**src/rtl/crack_pkg.sv**
```systemverilog
// Shared constants and types for the password_cracker worker array
// and its result collector.
package crack_pkg;

  localparam int PW_W         = 32;
  localparam int CHARSET_SIZE = 36;
  localparam int NUM_WORKERS  = 9;
  localparam int RANGE_SPAN   = 4;

  typedef enum logic [1:0] {
    IDLE      = 2'd0,
    RUN       = 2'd1,
    FOUND     = 2'd2,
    EXHAUSTED = 2'd3
  } collector_state_t;

  // Worker i searches first-character slots [4*i, 4*i+3].
  function automatic int worker_range_from(input int i);
    return RANGE_SPAN * i;
  endfunction

  function automatic int worker_range_to(input int i);
    return RANGE_SPAN * i + RANGE_SPAN - 1;
  endfunction

endpackage

```
**src/rtl/crack_priority_encoder.sv**
```systemverilog
// Lowest-index-wins encoder over the per-worker found vector.
// Produces an any-set flag and the index of the lowest set bit.
module crack_priority_encoder #(
  parameter int N     = 9,
  parameter int IDX_W = 4
) (
  input  logic [N-1:0]     i_req,
  output logic             o_any,
  output logic [IDX_W-1:0] o_idx
);

  always_comb begin
    o_any = |i_req;
    o_idx = '0;
    for (int i = N - 1; i >= 0; i--) begin
      if (i_req[i]) o_idx = IDX_W'(i);
    end
  end

endmodule

```
**src/rtl/crack_result_collector.sv**
```systemverilog
// Collects per-worker found/done status, arbitrates the winner and
// holds one result for the host behind a valid/ready handshake.
module crack_result_collector
  import crack_pkg::*;
#(
  parameter int NUM_WORKERS = crack_pkg::NUM_WORKERS,
  parameter int PW_W        = crack_pkg::PW_W,
  parameter int IDX_W       = 4,
  parameter int CYC_W       = 32
) (
  input  logic                    clk,
  input  logic                    rst,
  input  logic                    start,
  input  logic [NUM_WORKERS-1:0]  worker_found,
  input  logic [NUM_WORKERS-1:0]  worker_done,
  input  logic [NUM_WORKERS*PW_W-1:0] worker_guess,
  output logic                    stop_workers,
  output logic                    busy,
  output logic                    result_valid,
  input  logic                    result_ready,
  output logic                    result_found,
  output logic [PW_W-1:0]         result_password,
  output logic [IDX_W-1:0]        result_worker,
  output logic [CYC_W-1:0]        result_cycles
);

  collector_state_t r_state, w_state_nxt;

  logic [NUM_WORKERS-1:0] r_done;
  logic [CYC_W-1:0]       r_cnt;
  logic [CYC_W-1:0]       w_cnt_nxt;
  logic                   r_found;
  logic [PW_W-1:0]        r_pw;
  logic [IDX_W-1:0]       r_worker;
  logic [CYC_W-1:0]       r_cycles;

  logic                   w_any;
  logic [IDX_W-1:0]       w_idx;
  logic [PW_W-1:0]        w_guess;
  logic                   w_all_done;

  crack_priority_encoder #(
    .N     (NUM_WORKERS),
    .IDX_W (IDX_W)
  ) u_prio (
    .i_req (worker_found),
    .o_any (w_any),
    .o_idx (w_idx)
  );

  always_comb begin
    w_guess = '0;
    for (int i = 0; i < NUM_WORKERS; i++) begin
      if (w_idx == IDX_W'(i)) w_guess = worker_guess[i*PW_W +: PW_W];
    end
  end

  // Count includes the current RUN cycle and never wraps.
  assign w_cnt_nxt  = (&r_cnt) ? r_cnt : r_cnt + 1'b1;
  assign w_all_done = &(r_done | worker_done);

  always_comb begin
    w_state_nxt = r_state;
    unique case (r_state)
      IDLE:      if (start) w_state_nxt = RUN;
      RUN: begin
        if (w_any)           w_state_nxt = FOUND;
        else if (w_all_done) w_state_nxt = EXHAUSTED;
      end
      FOUND,
      EXHAUSTED: if (result_ready) w_state_nxt = IDLE;
      default:   w_state_nxt = IDLE;
    endcase
  end

  always_ff @(posedge clk) begin
    if (!rst) begin
      r_state  <= IDLE;
      r_done   <= '0;
      r_cnt    <= '0;
      r_found  <= 1'b0;
      r_pw     <= '0;
      r_worker <= '0;
      r_cycles <= '0;
    end else begin
      r_state <= w_state_nxt;
      unique case (r_state)
        IDLE: begin
          if (start) begin
            r_done <= '0;
            r_cnt  <= '0;
          end
        end
        RUN: begin
          r_cnt  <= w_cnt_nxt;
          r_done <= r_done | worker_done;
          if (w_any) begin
            r_found  <= 1'b1;
            r_pw     <= w_guess;
            r_worker <= w_idx;
            r_cycles <= w_cnt_nxt;
          end else if (w_all_done) begin
            r_found  <= 1'b0;
            r_pw     <= '0;
            r_worker <= '0;
            r_cycles <= w_cnt_nxt;
          end
        end
        default: ;
      endcase
    end
  end

  assign busy            = (r_state == RUN);
  assign stop_workers    = (r_state != RUN);
  assign result_valid    = (r_state == FOUND) || (r_state == EXHAUSTED);
  assign result_found    = r_found;
  assign result_password = r_pw;
  assign result_worker   = r_worker;
  assign result_cycles   = r_cycles;

endmodule

```
**config.mk**
```make
export PLATFORM = sky130hd
export DESIGN_NAME = crack_result_collector
export DESIGN_NICKNAME = d
export VERILOG_FILES = /design/src/rtl/crack_pkg.sv /design/src/rtl/crack_priority_encoder.sv /design/src/rtl/crack_result_collector.sv
export SDC_FILE = /design/constraint.sdc
export NUM_CORES = 1
export LEC_CHECK = 0
export BUFFER_PORTS_ARGS = -buffer_cell sky130_fd_sc_hd__buf_4
export CAP_MARGIN = 10
export CORE_AREA = 4 4 148 150
export DETAILED_ROUTE_END_ITERATION = 16
export DIE_AREA = 0 0 152 154
export GPL_TIMING_DRIVEN = 1
export REMOVE_ABC_BUFFERS = 1
export SLEW_MARGIN = 30
export SYNTH_ARGS = -nofsm -noshare
export SYNTH_HDL_FRONTEND = slang
export SYNTH_SLANG_ARGS = --single-unit
```
**constraint.sdc**
```tcl
create_clock -name clk -period 8.6 [get_ports clk]
set_input_delay 2.58 -clock clk [delete_from_list [all_inputs] [get_ports clk]]
set_output_delay 2.58 -clock clk [all_outputs]
set_load 0.01 [all_outputs]
```
* Yosys cells after proc, flatten, opt, wreduce, memory -nomap -nowiden *
Index checks and enable logic that the tools add are counted.

operators by class
  add/sub/neg operators = 1
  equal/unequal tests = 15
  mux-type cells = 36
  bitwise gates (word level) = 1
  reductions and logical operators = 12

operators by type and width
  operator               number
  $mux 32                15
  $pmux 32 s2            1
  $mux 4                 11
  $add 32x1->32 const B  1
  $reduce_and 32->1      1
  $pmux 9 s2             1
  $eq 4x3->1 const B     4
  $mux 9                 1
  $or 9x9->9             1
  $reduce_and 9->1       1
  $reduce_or 9->1        1
  $eq 4x2->1 const B     2
  $mux 2                 4
  $pmux 2 s3             1
  $eq 2x2->1 const B     2
  $eq 4x1->1 const B     1
  $eq 4x4->1 const B     1
  $logic_not 4->1        1
  $ne 2x2->1 const B     2
  $reduce_and 2->1       2
  $reduce_bool 2->1      2
  $ne 3x1->1 const B     1
  $reduce_and 3->1       1
  $eq 2x1->1 const B     1
  other kinds (5)        6

word-level totals
  bits in registers = 112
  input port bits = 310
  output and inout bits = 72
  word-level logic and storage cells = 72

* Logic depth before layout (Yosys ltp) *
Gate-level depths: netlist of run 1.

  depth in word-level cells = 20
  depth in mapped cells = 9
  depth with buffers taken out = 7

* Modules after synthesis *
From an unflattened synthesis of run 1, not the netlist that was laid out.

second synthesis, totals
  cells, all modules = 944
  area, all modules = 7556.0 um^2

modules (own cells, without submodules)
  module                  instances  cells each  area each (um^2)  seq. area each (um^2)
  crack_result_collector  1          930         7459.7            2242.2
  crack_priority_encoder  1          14          96.3              0.0

* Worst setup path after synthesis of run 1 *
OpenSTA, ideal clock, no wires.

  path kind = input -> register
  start point = input port worker_found[1]
  end point = register r_cycles[17] (netlist: result_cycles[17])
  data arrival time = 4.365 ns
  data required time = 8.466 ns
  setup slack = 4.101 ns
  cell stages on the path = 9
  path buffers = 3
  cells stage by stage = buf_2 > or4_4 > or2_1 > buf_2 > a311oi_4 > nor2_2 > buf_2 > nor2_1 > a211oi_2

on the way
  longest elaborated chain between the ends = 3
  elaborated cells between the ends (all ways) = 4

RTL lines
  element                      line                           source
  from (decl)                  crack_result_collector.sv:14   input logic [NUM_WORKERS-1:0] worker_found,
  $reduce_or 9->1 *            crack_priority_encoder.sv:13   o_any = |i_req;
  $reduce_bool 2->1 (no line)  n/a
  $reduce_and 2->1 (no line)   n/a
  to (signal assigned)         crack_result_collector.sv:101  r_cycles <= w_cnt_nxt;
  to (signal assigned)         crack_result_collector.sv:106  r_cycles <= w_cnt_nxt;
  to (decl)                    crack_result_collector.sv:35   logic [CYC_W-1:0] r_cycles;

Every way passes the cells marked *; elsewhere a longest branch is shown, timed or not.
A chain may end at the register's enable or synchronous reset.

* Final worst setup path of run 1 *
  start point = input port worker_found[0]
  end point = register r_pw[11] (netlist: result_password[11])

on the way
  longest elaborated chain between the ends = 12
  elaborated cells between the ends (all ways) = 23

RTL lines
  element               line                          source
  $mux 4                crack_priority_encoder.sv:16  if (i_req[i]) o_idx = IDX_W'(i);
  $logic_not 4->1       crack_result_collector.sv:54  if (w_idx == IDX_W'(i)) w_guess = worker_guess[i*PW_W +: PW_W];
  $mux 32 (9 in a row)  crack_result_collector.sv:54
  $mux 32               crack_result_collector.sv:97  if (w_any) begin
  to (signal assigned)  crack_result_collector.sv:99  r_pw <= w_guess;
  to (decl)             crack_result_collector.sv:33  logic [PW_W-1:0] r_pw;

Several ways; a longest one is shown, not always the timed one.

==> results of run 1 <==
-- state kept, by name, indices dropped and copies added (netlist names) --
name,flops
r_state,2
result_cycles,32
r_done,9
result_found,1
result_worker,4
result_password,32
r_cnt,32
-- worst max path at each step --
stage / startpoint / end / slack (ns) / depth (start not counted)
floorplan: worker_found[7] / result_password[12] / 3.11 / 6
global placement: worker_found[0] / result_password[17] / 3.28 / 9
detailed placement: worker_found[0] / result_password[11] / 3.18 / 9
CTS: worker_found[0] / result_password[11] / 3.55 / 9
global route: worker_found[1] / result_password[11] / 3.40 / 9
finish: worker_found[0] / result_password[11] / 3.51 / 9
-- critical path, delay by kind of cell --
kind | cells | cell delay (ns)
and+or+nand+nor | 2 | 0.80
AOI/OAI and AO/OA | 4 | 0.73
buffers and inverters | 3 | 1.26
-- area by class of cell --
class / count / area [um^2] / share of cell area [%]
multi-input combinational: 678 / 4320 / 42.3
antenna: 5 / 12.5 / 0.123
clock inverter: 6 / 73.8 / 0.724
timing repair buffer: 394 / 2960 / 29.0
inverter: 7 / 26.3 / 0.258
sequential: 112 / 2240 / 22.0
clock buffer: 9 / 225 / 2.21
tap: 275 / 344 / 3.37
-- layer usage --
metal | part of all wire [%] | global-route usage (%) | vias to the layer above | wire [um]
li1 | - | - | 4034 | -
met1 | 39 | 34.6 | 4054 | 13900
met2 | 49 | 48.8 | 390 | 17500
met3 | 7.8 | 7.40 | 67 | 2760
met4 | 3.6 | 11.2 | 2 | 1270
met5 | 0.037 | 0 | - | 13
-- cells in the final DEF, fill, tap and decap left out, drive strengths merged, types with 10 or more instances in the layout --
cell and count:
inv 10, a31oi 18, o211ai 26, nand3 35, o31ai 17, buf 394, nor2 25, nand4 12
xor2 16, nand2 106, o21ai 75, xnor2 11, dfxtp 112, nor2b 12, a21oi 90, a22oi 30
o22ai 33, mux2 32, o41ai 27, a221oi 32
-- through the flow --
| step | util [%] | worst slack (ns) |
|---|---|---|
| 2_1_floorplan | - | 3.11 |
| 3_3_place_gp | 47.8 | 3.28 |
| 3_5_place_dp | 47.8 | 3.18 |
| 4_1_cts | 49.2 | 3.55 |
| 5_1_grt | 49.3 | 3.40 |
| 6_report | 49.3 | 3.51 |
-- kinds of logic after synthesis --
kind of cell,Yosys count,share of synthesized area [%]
fa+ha+maj,1,0.180
xor+xnor,27,3.41
simple gates,237,16.5
compound gates,378,36.1
mux,35,5.62
flops,112,32.3
buf+inv,92,5.86
-- power breakdown --
| part | internal (W) | switching (W) | total [W] | leakage, nW |
|---|---|---|---|---|
| logic | 0.000196 | 0.000192 | 0.000388 | 3.14 |
| clock network | 0.000229 | 0.000216 | 0.000445 | 0.140 |
| registers | 0.000555 | 0.0000243 | 0.000580 | 0.911 |
| total | 0.000981 | 0.000432 | 0.00141 | 4.20 |
==> flow_summary.json, run 1 <==
{
  "period_share_pct": 59.2,
  "fin_area_um2": 10200,
  "area_delta_synth_final_pct": 46.9,
  "min_period_ns": 5.09,
  "ys_warn_count": 0,
  "min_from": "result_password[0]",
  "cpMostUsedCell": "buf_4",
  "cap_violations": 0,
  "critical_path.cell_chain": "buf_4 -> nor3_1 -> o21ai_4 -> buf_4 -> nand3_1 -> buf_4 -> o211a_1 -> a211oi_1 -> a221o_1",
  "vias": 8547,
  "r2r_cells": 6,
  "drc": 0,
  "holdPathEnd": "result_password[0]",
  "maxSlewHeadroom_pct": 38.9,
  "worst_pin_slew_ns": 0.915,
  "drv_slew": 0,
  "leakagePower_nw": 4.20,
  "fmax_mhz": 197,
  "yosysTopAreaCellShare_pct": 32.3,
  "cts_tree": "yes",
  "routed_via_density": 5.75,
  "dp.cells": 1466,
  "synth_common_cells": "dfxtp_1, nand2_1, a21oi_1",
  "drtPass1Iterations": 5,
  "clk_pin_slew_worst_paths_ns": 0.07,
  "overflow": 0,
  "core_area_um2": 20700,
  "slowest_delay_ns": 0.64,
  "ys_ff_latch": 112,
  "holdBufCountCts": 0,
  "final.hold.worst_slack_ns": 0.456,
  "gp_congestion": 1.04,
  "critical_path_arrival_ns": 5.39,
  "total_power_w": 0.00141,
  "crit_required_ns": 8.90,
  "cts-root-buf": "clkbuf_16",
  "cp-end-kind": "register",
  "final_cells": 1486,
  "hold_path_depth": 2,
  "initial_core_util_pct": 33.6,
  "ys_top_cells_by_area": "dfxtp_1, a21oi_1, nand2_1",
  "drive_gt1_share_pct": 38.1,
  "finalNetCount": 1513,
  "syn_area_um2": 6940,
  "avgRoutedWirePerCell_um": 23.9,
  "crit_fanout": 34,
  "num_rows": 53,
  "antenna_found_initial": 6,
  "netlist-cell-type-count": 61,
  "hold_viol_final": 0,
  "grt_max_degree": 63,
  "synth-async-reset-ratio_pct": 0,
  "place_area_um2": 9890,
  "cts_num_sinks": 112,
  "synth_edf_count": 0,
  "die_h_um": 154,
  "hpwl_um": 27600,
  "power_density_nw_per_um2": 139,
  "crit_type": "input pin to register",
  "cts_max_path_buffers": 2,
  "first_global_vias": 8470,
  "syn-instance-count": 882,
  "peakVddDrop_mv": 0.0927,
  "startpoint_type": "input pin",
  "setup-tns-final_ns": 0,
  "drt_wl_total_um": 35500,
  "setup_violations": 0,
  "synthFlopType": "dfxtp_1",
  "outcome": "complete, no violations",
  "synthMostInstantiatedCell": "dfxtp_1",
  "netlist.top_cell.by_area": "dfxtp_1",
  "dr.first_iter.drc_count": 567,
  "grt_pass1_wl_um": 52100,
  "ctsResizeCount": 0,
  "finClkSkew_ns": 0.00880,
  "grt_usage_pct": 28.6,
  "dieArea_um2": 23400,
  "die_x_um": 152,
  "reg2reg_from": "r_state[1]",
  "ios": 382,
  "final_antenna_net_count": 0,
  "synth-seq-area-share_pct": 32.3,
  "slowest_stage": "nand3_1",
  "htreeDepth": 3,
  "r2r_end": "result_password[11]",
  "fillers": 2119,
  "min_path_type": "register to register",
  "clk_latency_ns": 0.36,
  "cts_buffers": 9,
  "port_buffers": 381,
  "r2r_slack_ns": 5.33,
  "syn_area_per_cell_um2": 7.87,
  "rsz0062_at_grt": "no",
  "post-cts-setup-buffers": 0
}
No activity file was read; power rests on OpenSTA's default activity.
==> run 2, diff against run 1 <==
--- a/config.mk
+++ b/config.mk
@@ -5,12 +5,14 @@
 export SDC_FILE = /design/constraint.sdc
 export NUM_CORES = 1
 export LEC_CHECK = 0
+export ABC_AREA = 1
 export BUFFER_PORTS_ARGS = -buffer_cell sky130_fd_sc_hd__buf_4
 export CAP_MARGIN = 10
-export CORE_AREA = 4 4 148 150
+export CORE_AREA = 4 4 145 147
 export DETAILED_ROUTE_END_ITERATION = 16
-export DIE_AREA = 0 0 152 154
+export DIE_AREA = 0 0 149 151
 export GPL_TIMING_DRIVEN = 1
+export PLACE_DENSITY = 0.72
 export REMOVE_ABC_BUFFERS = 1
 export SLEW_MARGIN = 30
 export SYNTH_ARGS = -nofsm -noshare
==> constraint.sdc (replaced) <==
create_clock -name clk -period 4.3 [get_ports clk]
set_input_delay 1.29 -clock clk [delete_from_list [all_inputs] [get_ports clk]]
set_output_delay 1.29 -clock clk [all_outputs]
set_load 0.01 [all_outputs]
==> run 2 against run 1 <==
Compared with the run above: clock skew grew 0.0038 ns; hold slack gained 0.0060 ns; largest cell class unchanged; sequential share of layout area shrank 1.6 points; final area grew 8.0%.
==> flow_summary.json, run 2 <==
{
  "synth_edf_count": 0,
  "cts_max_path_buffers": 2,
  "clk_latency_ns": 0.37,
  "seqPwrFrac_pct": 34.5,
  "cts_num_sinks": 112,
  "multiInputGateArea_um2": 4660,
  "cts_tree": "yes",
  "layout_commonest_cell": "buf_4",
  "drt_wl_total_um": 37700,
  "leakagePower_nw": 5.17,
  "peakVddDrop_mv": 0.211,
  "finalNetCount": 1893,
  "finClkSkew_ns": 0.0126,
  "core_area_um2": 19900,
  "drive_gt1_share_pct": 28.6,
  "hold_viol_final": 0,
  "holdBufCountCts": 0,
  "power_frac_clock_pct": 22.8,
  "period_share_pct": 80.2,
  "antenna_found_initial": 3,
  "dr.first_iter.drc_count": 810,
  "cts-root-buf": "clkbuf_16",
  "avgRoutedWirePerCell_um": 20.3,
  "power_switching_w": 0.00157,
  "initial_core_util_pct": 38.5,
  "regArea_um2": 2240,
  "final_antenna_net_count": 0,
  "post-cts-setup-buffers": 0,
  "ctsResizeCount": 0,
  "maxSlewHeadroom_pct": 47.9,
  "ios": 382,
  "drv_slew": 0,
  "grt_usage_pct": 32.2,
  "power.share.switching_pct": 38.7,
  "die_x_um": 149,
  "dp.cells": 1841,
  "crit_required_ns": 4.58,
  "clk_pin_slew_worst_paths_ns": 0.08,
  "final_cell_mix": "buf_4, nand2_1, nor2_1",
  "grt_max_degree": 75,
  "dp_slack_ns": 0.527,
  "yosysTopAreaCellShare_pct": 29.3,
  "worst_pin_slew_ns": 0.781,
  "r2r_slack_ns": 1.99,
  "ys_warn_count": 0,
  "min_period_ns": 3.45,
  "ys_ff_latch": 112,
  "first_global_vias": 9486,
  "power_density_nw_per_um2": 367,
  "fmax_mhz": 290,
  "drtPass1Iterations": 6,
  "critical_path_arrival_ns": 3.73,
  "hpwl_um": 29100,
  "synthFlopType": "dfxtp_1",
  "fillers": 2046,
  "die_h_um": 151,
  "startpoint_type": "input pin",
  "routed_via_density": 5.46,
  "crit_fanout": 24,
  "grt_pass1_wl_um": 55900,
  "dieArea_um2": 22500,
  "netlist.top_cell.by_area": "dfxtp_1",
  "num_rows": 52,
  "netlist-cell-type-count": 40,
  "vias": 10100,
  "htreeDepth": 3,
  "synth-async-reset-ratio_pct": 0,
  "synthMostInstantiatedCell": "nand2_1",
  "syn_area_um2": 7660,
  "setup-tns-final_ns": 0,
  "min_path_type": "register to register",
  "cap_violations": 0,
  "rsz0062_at_grt": "no",
  "port_buffers": 381,
  "total_power_w": 0.00405,
  "crit_type": "input pin to register",
  "outcome": "complete, no violations",
  "syn_area_per_cell_um2": 6.11,
  "synth-seq-area-share_pct": 29.3,
  "setup_ws_ns": 0.851,
  "cts_buffers": 9,
  "overflow": 0,
  "drc": 0,
  "cp-end-kind": "register",
  "gp_congestion": 1.03,
  "synth_common_cells": "nand2_1, nor2_1, nand4_1",
  "final_cells": 1858,
  "ys_top_cells_by_area": "dfxtp_1, nand2_1, nand4_1",
  "area_delta_synth_final_pct": 43.8,
  "syn-instance-count": 1253,
  "pwr-share-comb_pct": 42.7,
  "p_int_w": 0.00248,
  "setup_violations": 0
}
[run 2: logic make-up (layout without fill, tap and decap cells)]
logic type                 count (synthesis)  in the layout  synth area share (%)
DFF                                      112            112                  29.3
adders and majority gates                  1              1                 0.163
other                                      0              1                     0
and+or+nand+nor                          739            739                  44.0
buffers and inverters                    185            519                  10.2
AOI/OAI and AO/OA                        190            190                  13.4
muxes                                      1              1                 0.131
xor gates and xnor gates                  25             25                  2.86
[run 2: layout make-up]
| cell class | count | area share (%) |
|---|---|---|
| Clock buffer | 10 | 2.17 |
| Tap cell | 270 | 3.07 |
| Antenna cell | 1 | 0.0227 |
| Multi-Input combinational cell | 956 | 42.3 |
| Sequential cell | 112 | 20.4 |
| Inverter | 98 | 3.34 |
| Timing Repair Buffer | 405 | 28.1 |
| Clock inverter | 6 | 0.738 |
[run 2: per-layer routing]
| layer | vias up | share of wire (%) | track usage, % |
|---|---|---|---|
| li1 | 4854 | - | - |
| met1 | 4637 | 42 | 43.7 |
| met2 | 576 | 43 | 49.2 |
| met3 | 76 | 12 | 9.34 |
| met4 | 2 | 3.3 | 10.6 |
| met5 | - | 0.034 | 0 |
[run 2: final timing paths]
check	startpoint	to	cells past startpoint
hold reg to reg	r_done[2]	r_done[2]	2
hold / removal	r_done[2]	r_done[2]	2
setup / recovery	worker_found[5]	result_password[10]	11
setup reg to reg	r_cnt[0]	result_cycles[2]	11
[run 2: power by group through the flow]
stage | Sequential [W] | Combinational [W] | Clock, W
floorplan | 0.00148 | 0.000720 | 0
global placement | 0.00141 | 0.00171 | 0
detailed placement | 0.00141 | 0.00172 | 0
CTS | 0.00139 | 0.00172 | 0.000937
global route | 0.00142 | 0.00190 | 0.000975
finish | 0.00139 | 0.00173 | 0.000924
[run 2: critical path, stage by stage]
cell	delay, ns
buf_4	0.11
nor2_1	0.13
nand2_1	0.19
nor4_1	0.49
nand2_1	0.29
inv_1	0.17
a21oi_4	0.07
inv_2	0.46
buf_4	0.29
nand2_1	0.06
a21oi_1	0.15
[run 2: per-stage QoR]
| stage | utilization (%) | instance area [um^2] | hold WS [ns] |
|---|---|---|---|
| floorplan | - | 7240 | 0.436 |
| global placement | 53.7 | 10700 | 0.443 |
| finish | 55.3 | 11000 | 0.462 |
| CTS | 55.3 | 11000 | 0.462 |
| global route | 55.3 | 11000 | 0.487 |
| detailed placement | 53.7 | 10700 | 0.449 |
